`src/rtl/reg_dst_pkg.sv`:
```
// reg_dst_pkg: destination-select encodings and default widths shared by the reg_dst_pipe slice.
package reg_dst_pkg;
    localparam logic [1:0] SEL_RT = 2'b00;
    localparam logic [1:0] SEL_RD = 2'b01;
    localparam logic [1:0] SEL_LINK = 2'b10;
    localparam int DEFAULT_AW = 5;
    localparam int DEFAULT_LINK_REG = 31;
endpackage

```
`src/rtl/reg_dst_stage.sv`:
```
// reg_dst_stage: one {addr, we} pipeline slice; clear beats load, otherwise the slice holds.
module reg_dst_stage import reg_dst_pkg::*; #(
    parameter int AW = DEFAULT_AW
) (
    input  logic          clk,
    input  logic          rst_n,
    input  logic          load,
    input  logic          clear,
    input  logic [AW-1:0] addrIn,
    input  logic          weIn,
    output logic [AW-1:0] addr,
    output logic          we
);
    always_ff @(posedge clk or negedge rst_n) begin
        if (!rst_n) begin
            addr <= '0;
            we <= 1'b0;
        end else if (clear) begin
            addr <= '0;
            we <= 1'b0;
        end else if (load) begin
            addr <= addrIn;
            we <= weIn;
        end
    end
endmodule

```
`src/rtl/reg_dst_pipe.sv`:
```
// reg_dst_pipe: selects the write-destination register and carries it with its write-enable to writeback.
// Define REG_DST_FWD_EN to build the forwarding-match encoders; otherwise fwd_a/fwd_b are tied to 0.
module reg_dst_pipe import reg_dst_pkg::*; #(
    parameter int AW = DEFAULT_AW,
    parameter int DEPTH = 3,
    parameter int LINK_REG = DEFAULT_LINK_REG
) (
    input  logic                clk,
    input  logic                rst_n,
    input  logic [AW-1:0]       ins1,
    input  logic [AW-1:0]       ins2,
    input  logic [1:0]          mRegSel,
    input  logic                wr_en,
    input  logic                valid_in,
    input  logic                stall,
    input  logic                flush,
    input  logic [AW-1:0]       src_a,
    input  logic [AW-1:0]       src_b,
    output logic [AW-1:0]       insAddress,
    output logic [DEPTH*AW-1:0] stage_addr,
    output logic [DEPTH-1:0]    stage_we,
    output logic [AW-1:0]       wb_addr,
    output logic                wb_we,
    output logic [DEPTH-1:0]    fwd_a,
    output logic [DEPTH-1:0]    fwd_b
);
    logic [DEPTH-1:0][AW-1:0] addrQ;
    logic [DEPTH-1:0][AW-1:0] addrIn;
    logic [DEPTH-1:0]         weQ;
    logic [DEPTH-1:0]         weIn;
    logic                     captureWe;

    assign insAddress = (mRegSel == SEL_RD) ? ins2 : (mRegSel == SEL_LINK) ? AW'(LINK_REG) : ins1;
    // r0 is hard-wired zero, so writes to it are never tracked for writeback or forwarding
    assign captureWe = wr_en & valid_in & (insAddress != '0);
    assign addrIn[0] = insAddress;
    assign weIn[0] = captureWe;

    for (genvar g = 1; g < DEPTH; g++) begin : gLink
        assign addrIn[g] = addrQ[g-1];
        assign weIn[g] = weQ[g-1];
    end

    for (genvar g = 0; g < DEPTH; g++) begin : gStage
        reg_dst_stage #(.AW(AW)) uStage (
            .clk(clk),
            .rst_n(rst_n),
            .load(!stall),
            .clear(g == 0 && flush),
            .addrIn(addrIn[g]),
            .weIn(weIn[g]),
            .addr(addrQ[g]),
            .we(weQ[g])
        );
    end

    assign stage_addr = addrQ;
    assign stage_we = weQ;
    assign wb_addr = addrQ[DEPTH-1];
    assign wb_we = weQ[DEPTH-1];

`ifdef REG_DST_FWD_EN
    // scan oldest to youngest so the youngest matching stage overwrites and wins
    always_comb begin
        fwd_a = '0;
        fwd_b = '0;
        for (int i = DEPTH - 1; i >= 0; i--) begin
            if (weQ[i] && addrQ[i] == src_a && src_a != '0) begin
                fwd_a = '0;
                fwd_a[i] = 1'b1;
            end
            if (weQ[i] && addrQ[i] == src_b && src_b != '0) begin
                fwd_b = '0;
                fwd_b[i] = 1'b1;
            end
        end
    end
`else
    logic unusedSrc;
    assign unusedSrc = ^{src_a, src_b};
    assign fwd_a = '0;
    assign fwd_b = '0;
`endif
endmodule

```
`config.mk`:
```
export PLATFORM = sky130hd
export DESIGN_NAME = reg_dst_pipe
export DESIGN_NICKNAME = d
export VERILOG_FILES = /design/src/rtl/reg_dst_pkg.sv /design/src/rtl/reg_dst_stage.sv /design/src/rtl/reg_dst_pipe.sv
export SDC_FILE = /design/constraint.sdc
export NUM_CORES = 1
export LEC_CHECK = 0
export BUFFER_PORTS_ARGS = -buffer_cell sky130_fd_sc_hd__clkbuf_2
export CAP_MARGIN = 20
export CORE_ASPECT_RATIO = 0.75
export CORE_MARGIN = 5
export CORE_UTILIZATION = 36
export DETAILED_ROUTE_END_ITERATION = 12
export PLACE_DENSITY = 0.82
export SYNTH_ARGS = -nofsm -noshare
export SYNTH_HDL_FRONTEND = slang
export SYNTH_SLANG_ARGS = --single-unit
```
`constraint.sdc`:
```
create_clock -name clk -period 0.8 [get_ports clk]
set_clock_uncertainty 0.05 [all_clocks]
set_input_delay 0.12 -clock clk [delete_from_list [all_inputs] [get_ports clk]]
set_output_delay 0.12 -clock clk [all_outputs]
set_load 0.005 [all_outputs]
```
# Word level (Yosys, flattened, before mapping)
# Index checks and enable logic that the tools add are counted.
# W data, S select, Z words.
dict set report word_totals {
  wordCells 18
  output_inout_bits 35
  inputBits 28
  regBits 18
}
dict set report op_classes {
  mux 6
  eq_ne 3
  bitwise 2
  n_reduce_logical 1
}
# operator count
set op_table {}
lappend op_table {{$mux W5} 4}
lappend op_table {{$reduce_bool A5 Y1} 1}
lappend op_table {{$and A1 B1 Y1} 2}
lappend op_table {{$eq A2 B1 Y1 const B} 1}
lappend op_table {{$eq A2 B2 Y1 const B} 1}
lappend op_table {{$mux W1} 2}
lappend op_table {{$ne A2 B1 Y1 const B} 1}

# Longest topological paths before layout
dict set report depth {
  depth_word 7
  ltp_mapped 4
  ltp_nobuf 4
}

# Hierarchy
# A second synthesis with hierarchy kept.
dict set report unflattened {
  cells_unflattened 90
  hier_area_um2 964.7
}
# module area_per_inst_um2 n_inst cells_per_inst
set modules_own_cells {}
lappend modules_own_cells {reg_dst_stage 244.0 3 19}
lappend modules_own_cells {reg_dst_pipe 232.7 1 33}

# Worst setup path after synthesis
# OpenSTA, ideal clock, no wires.
dict set report synth_timing {
  path_kind {input port to flip-flop}
  startpoint {input port mRegSel[1]}
  endpoint {register gStage[0].uStage.we}
  arrival_time_ns 0.968
  n_path_buf 0
  path_slack_ns -0.347
  path_stages 4
  cell_sequence {xor2_1 -> or3_1 -> a221oi_2 -> o22ai_1}
}
dict set report synth_via {
  elab_chain_cells 7
  word_cells_on_any_way 8
}
# item line_no
set synth_rtl {}
lappend synth_rtl {{start, declared} reg_dst_pipe.sv:12} ;# input logic [1:0] mRegSel,
lappend synth_rtl {{$eq A2 B2 Y1} reg_dst_pipe.sv:33} ;# assign insAddress = (mRegSel == SEL_RD) ? ins2 : (mRegSel == SEL_LINK) ? AW'(LINK_REG) : ins1;
lappend synth_rtl {{$mux W5} reg_dst_pipe.sv:33}
lappend synth_rtl {{$mux W5 (*)} reg_dst_pipe.sv:33}
lappend synth_rtl {{$reduce_bool A5 Y1 (*)} reg_dst_pipe.sv:35} ;# assign captureWe = wr_en & valid_in & (insAddress != '0);
lappend synth_rtl {{$and A1 B1 Y1 (*)} reg_dst_pipe.sv:35}
lappend synth_rtl {{$mux W1 (*)} reg_dst_stage.sv:21} ;# end else if (load) begin
lappend synth_rtl {{$mux W1 (*)} reg_dst_stage.sv:18} ;# end else if (clear) begin
lappend synth_rtl {{end signal, assigned} reg_dst_stage.sv:23} ;# we <= weIn;
lappend synth_rtl {{end, declared} reg_dst_stage.sv:12} ;# output logic we
# Every way passes the cells marked *; elsewhere a longest branch is shown, timed or not. The select of a mux whose other input is x is not followed.
# A chain may end at the register's enable or synchronous reset.

# Worst setup path after layout
dict set report layout_timing {
  startpoint {input port mRegSel[0]}
  endpoint {output port insAddress[0]}
}
dict set report layout_via {
  elab_chain_cells 3
  word_cells_on_any_way 4
}
# item line_no
set layout_rtl {}
lappend layout_rtl {{$eq A2 B2 Y1} reg_dst_pipe.sv:33}
lappend layout_rtl {{$mux W5} reg_dst_pipe.sv:33}
lappend layout_rtl {{$mux W5 (*)} reg_dst_pipe.sv:33}
lappend layout_rtl {{end, declared} reg_dst_pipe.sv:19} ;# output logic [AW-1:0] insAddress,
# Every way passes the cells marked *; elsewhere a longest branch is shown, timed or not.

==> impl_metrics.json <==
{
  "outcome": "complete, but fails checks",
  "failed_checks": "negative setup slack",
  "totalPowerFinal_mw": 2.57,
  "ctsLongestPathBuffers": 2,
  "row_count": 15,
  "timing.critical_path.cells": "clkbuf_16 > buf_12 > xor2_4 > buf_6 > o22a_1 > clkbuf_2",
  "critical-path-max-stage-delay_ns": 0.20,
  "unique_cell_type_count_in_the_yosys_netlist": 18,
  "ys.warnings.count": 0,
  "critical_path.slowest_cell": "sky130_fd_sc_hd__o22a_1",
  "worst_vdd_ir_uv": 1010,
  "synth-seq-cells": 18,
  "most_common_cell_after_layout_fill_and_taps_aside": "sky130_fd_sc_hd__clkbuf_2",
  "finalCoreUtilization_pct": 71.4,
  "drt_first_iter_violations": 17,
  "globalplace.congestion": 0.889,
  "p_per_area_nw_per_um2": 1540,
  "design.portCount": 63,
  "worstPathArrival_ns": 0.96,
  "cts.root.buffer_cell": "sky130_fd_sc_hd__clkbuf_4",
  "worst_ep_required_time_ns": 0.63,
  "track_usage_pct": 15.2,
  "mostFrequentLayoutCells": "43 x sky130_fd_sc_hd__clkbuf_2, 26 x sky130_fd_sc_hd__buf_6, 18 x sky130_fd_sc_hd__dfrtp_1, 12 x sky130_fd_sc_hd__mux2_4, 12 x sky130_fd_sc_hd__buf_4",
  "synth_top_area_cell": "sky130_fd_sc_hd__dfrtp_1",
  "drt-pass1-iter-count": 4,
  "route.detailed.drc": 0,
  "endpoints_failing_setup": 47,
  "post-place-ws_ns": -0.545,
  "postRouteWirelength_um": 2630,
  "n_antenna_cell": 0,
  "port-buffer-count": 46,
  "synth_seq_area_share_pct": 49.7,
  "synth_area_um2": 907,
  "worstSetupEndpointType": "primary output",
  "yosysTopAreaCellShare_pct": 49.7,
  "post_route_cells_drive_above_1_share_pct": 70.5,
  "cts_tree": "done",
  "worst_skew_pair.late_latency_ns": 0.30,
  "residual_antenna_violating_net_count_after_detailed_routing": 0,
  "period_needed_ns": 1.13,
  "routed_wire_length_per_instance_um": 13.8,
  "synthToLayoutAreaGrowth_pct": 84.6,
  "post_synth.cell_area_avg_um2": 11.8,
  "min_path_type": "in2reg",
  "timing_max_transition_violations_final": 0,
  "max_clock_freq_ghz": 0.883,
  "cts_sinks": 18,
  "cts.clk_slew.worst_paths_ns": 0.11,
  "crit_type": "in2out",
  "cts_made_buffers": 3,
  "cp-start-kind": "input pin",
  "via_cell_ratio": 4.53,
  "hold_viol_final": 0,
  "crit_fanout": 4,
  "number_of_violations_of_the_max_capacitance_limit": 0,
  "largest_net_degree_at_the_start_of_global_routing": 19,
  "antenna_found_initial": 0,
  "fin_crit_sh_pct": 142,
  "initial_utilization_pct": 38.7,
  "chipHeight_um": 53.5,
  "yosys-top-cells-area": "sky130_fd_sc_hd__dfrtp_1 50%, sky130_fd_sc_hd__mux2_1 14%, sky130_fd_sc_hd__buf_4 12%",
  "die_area_um2": 3630,
  "h-tree-depth": 1,
  "globalRoute.totalOverflow": 0,
  "post-dp-hpwl_um": 1770,
  "final_critical_path_setup_slack_ns": -0.333,
  "grt_pass1_wl_um": 4040,
  "postSynthCellCount": 77,
  "p_leak_nw": 0.911,
  "number_of_global_route_vias_before_repair": 906,
  "die_w_um": 68.0,
  "via_count": 860,
  "floorplan.core_area_um2": 2350,
  "fin_nets": 185,
  "grt_setup_unrepaired": "true"
}
==> logic make-up (layout without fill, tap and decap cells) <==
| family | Yosys count | in the layout | share of synthesized area [%] |
|---|---|---|---|
| flops | 18 | 18 | 49.7 |
| mux | 16 | 16 | 19.4 |
| simple gates | 16 | 16 | 8.69 |
| buf+inv | 16 | 90 | 12.6 |
| compound gates | 9 | 9 | 8.28 |
| other cells | 1 | 6 | 0.413 |
| xor+xnor | 1 | 1 | 0.966 |
==> what timing repair did <==
item                                    4_1_cts  5_1_grt
pin swaps                                     5        6
hold buffers                                  1        0
endpoints found under the hold margin        18        0
gates resized for setup                      25       14
endpoints found under the setup margin       45       47
buffers inserted                             23        5
==> flip-flops by register name, indices dropped and copies added (netlist names) <==
signal              flops
gStage.uStage.we        3
gStage.uStage.addr     15
==> cell usage after synthesis <==
library cell / n
sky130_fd_sc_hd__mux2_2: 2
sky130_fd_sc_hd__o22a_1: 5
sky130_fd_sc_hd__xor2_1: 1
sky130_fd_sc_hd__conb_1: 1
sky130_fd_sc_hd__dfrtp_1: 18
sky130_fd_sc_hd__nand3_1: 1
sky130_fd_sc_hd__buf_2: 1
sky130_fd_sc_hd__mux2_1: 11
sky130_fd_sc_hd__clkbuf_1: 1
sky130_fd_sc_hd__nand2b_1: 3
sky130_fd_sc_hd__a21oi_1: 2
sky130_fd_sc_hd__o22ai_1: 1
sky130_fd_sc_hd__nor2_1: 4
sky130_fd_sc_hd__nand2_1: 4
sky130_fd_sc_hd__or3_1: 4
sky130_fd_sc_hd__mux2i_1: 3
sky130_fd_sc_hd__buf_4: 14
sky130_fd_sc_hd__a221oi_2: 1
==> final timing paths <==
kind	start	end	slack, ns	cells past startpoint
min	valid_in	gStage[0].uStage.we$_DFFE_PN0P_	0.01	3
max	mRegSel[0]	insAddress[0]	-0.33	6
max reg2reg	gStage[0].uStage.addr[1]$_DFFE_PN0P_	gStage[1].uStage.addr[1]$_DFFE_PN0N_	-0.16	2
min in group asynchronous	rst_n	gStage[0].uStage.addr[1]$_DFFE_PN0P_	0.23	2
min reg2reg	gStage[1].uStage.addr[4]$_DFFE_PN0N_	gStage[1].uStage.addr[4]$_DFFE_PN0N_	0.57	2
max in group asynchronous	rst_n	gStage[1].uStage.addr[3]$_DFFE_PN0N_	0.16	2
==> metal layers <==
metal	wire length (um)	global-route usage, %	vias to the layer above
met2	1440	29.1	35
met5	0	0	-
li1	-	-	409
met3	181	5.94	0
met4	0	1.65	0
met1	1010	16.0	416
==> worst max-delay path: cells and delay by family <==
family / cells / cell delay, ns
buf+inv: 4 / 0.50
compound gates: 1 / 0.20
xor+xnor: 1 / 0.15
==> area by class of cell <==
type	instances	area, um^2
clock buffers	4	36.3
well taps	34	42.5
fillers	160	672
repair buffers	86	687
multi-input cells	48	458
flip-flops and latches	18	450
==> power by group <==
group	internal (mW)	switching, mW
sequential	0.999	0.0746
combinational	0.607	0.318
clock	0.278	0.295
==> per-stage QoR <==
stage / setup TNS [ns] / hold WS, ns / cells / cell area [um^2]
detailed placement: -5.55 / 0.0362 / 161 / 1270
finish: -9.91 / 0.0128 / 190 / 1670
floorplan: -0.708 / -0.226 / 82 / 993
CTS: -9.65 / 0.0156 / 189 / 1610
global route: -11.44 / 0.0124 / 190 / 1670
global placement: -5.21 / 0.0211 / 161 / 1270
No activity file was read; power rests on OpenSTA's default activity.
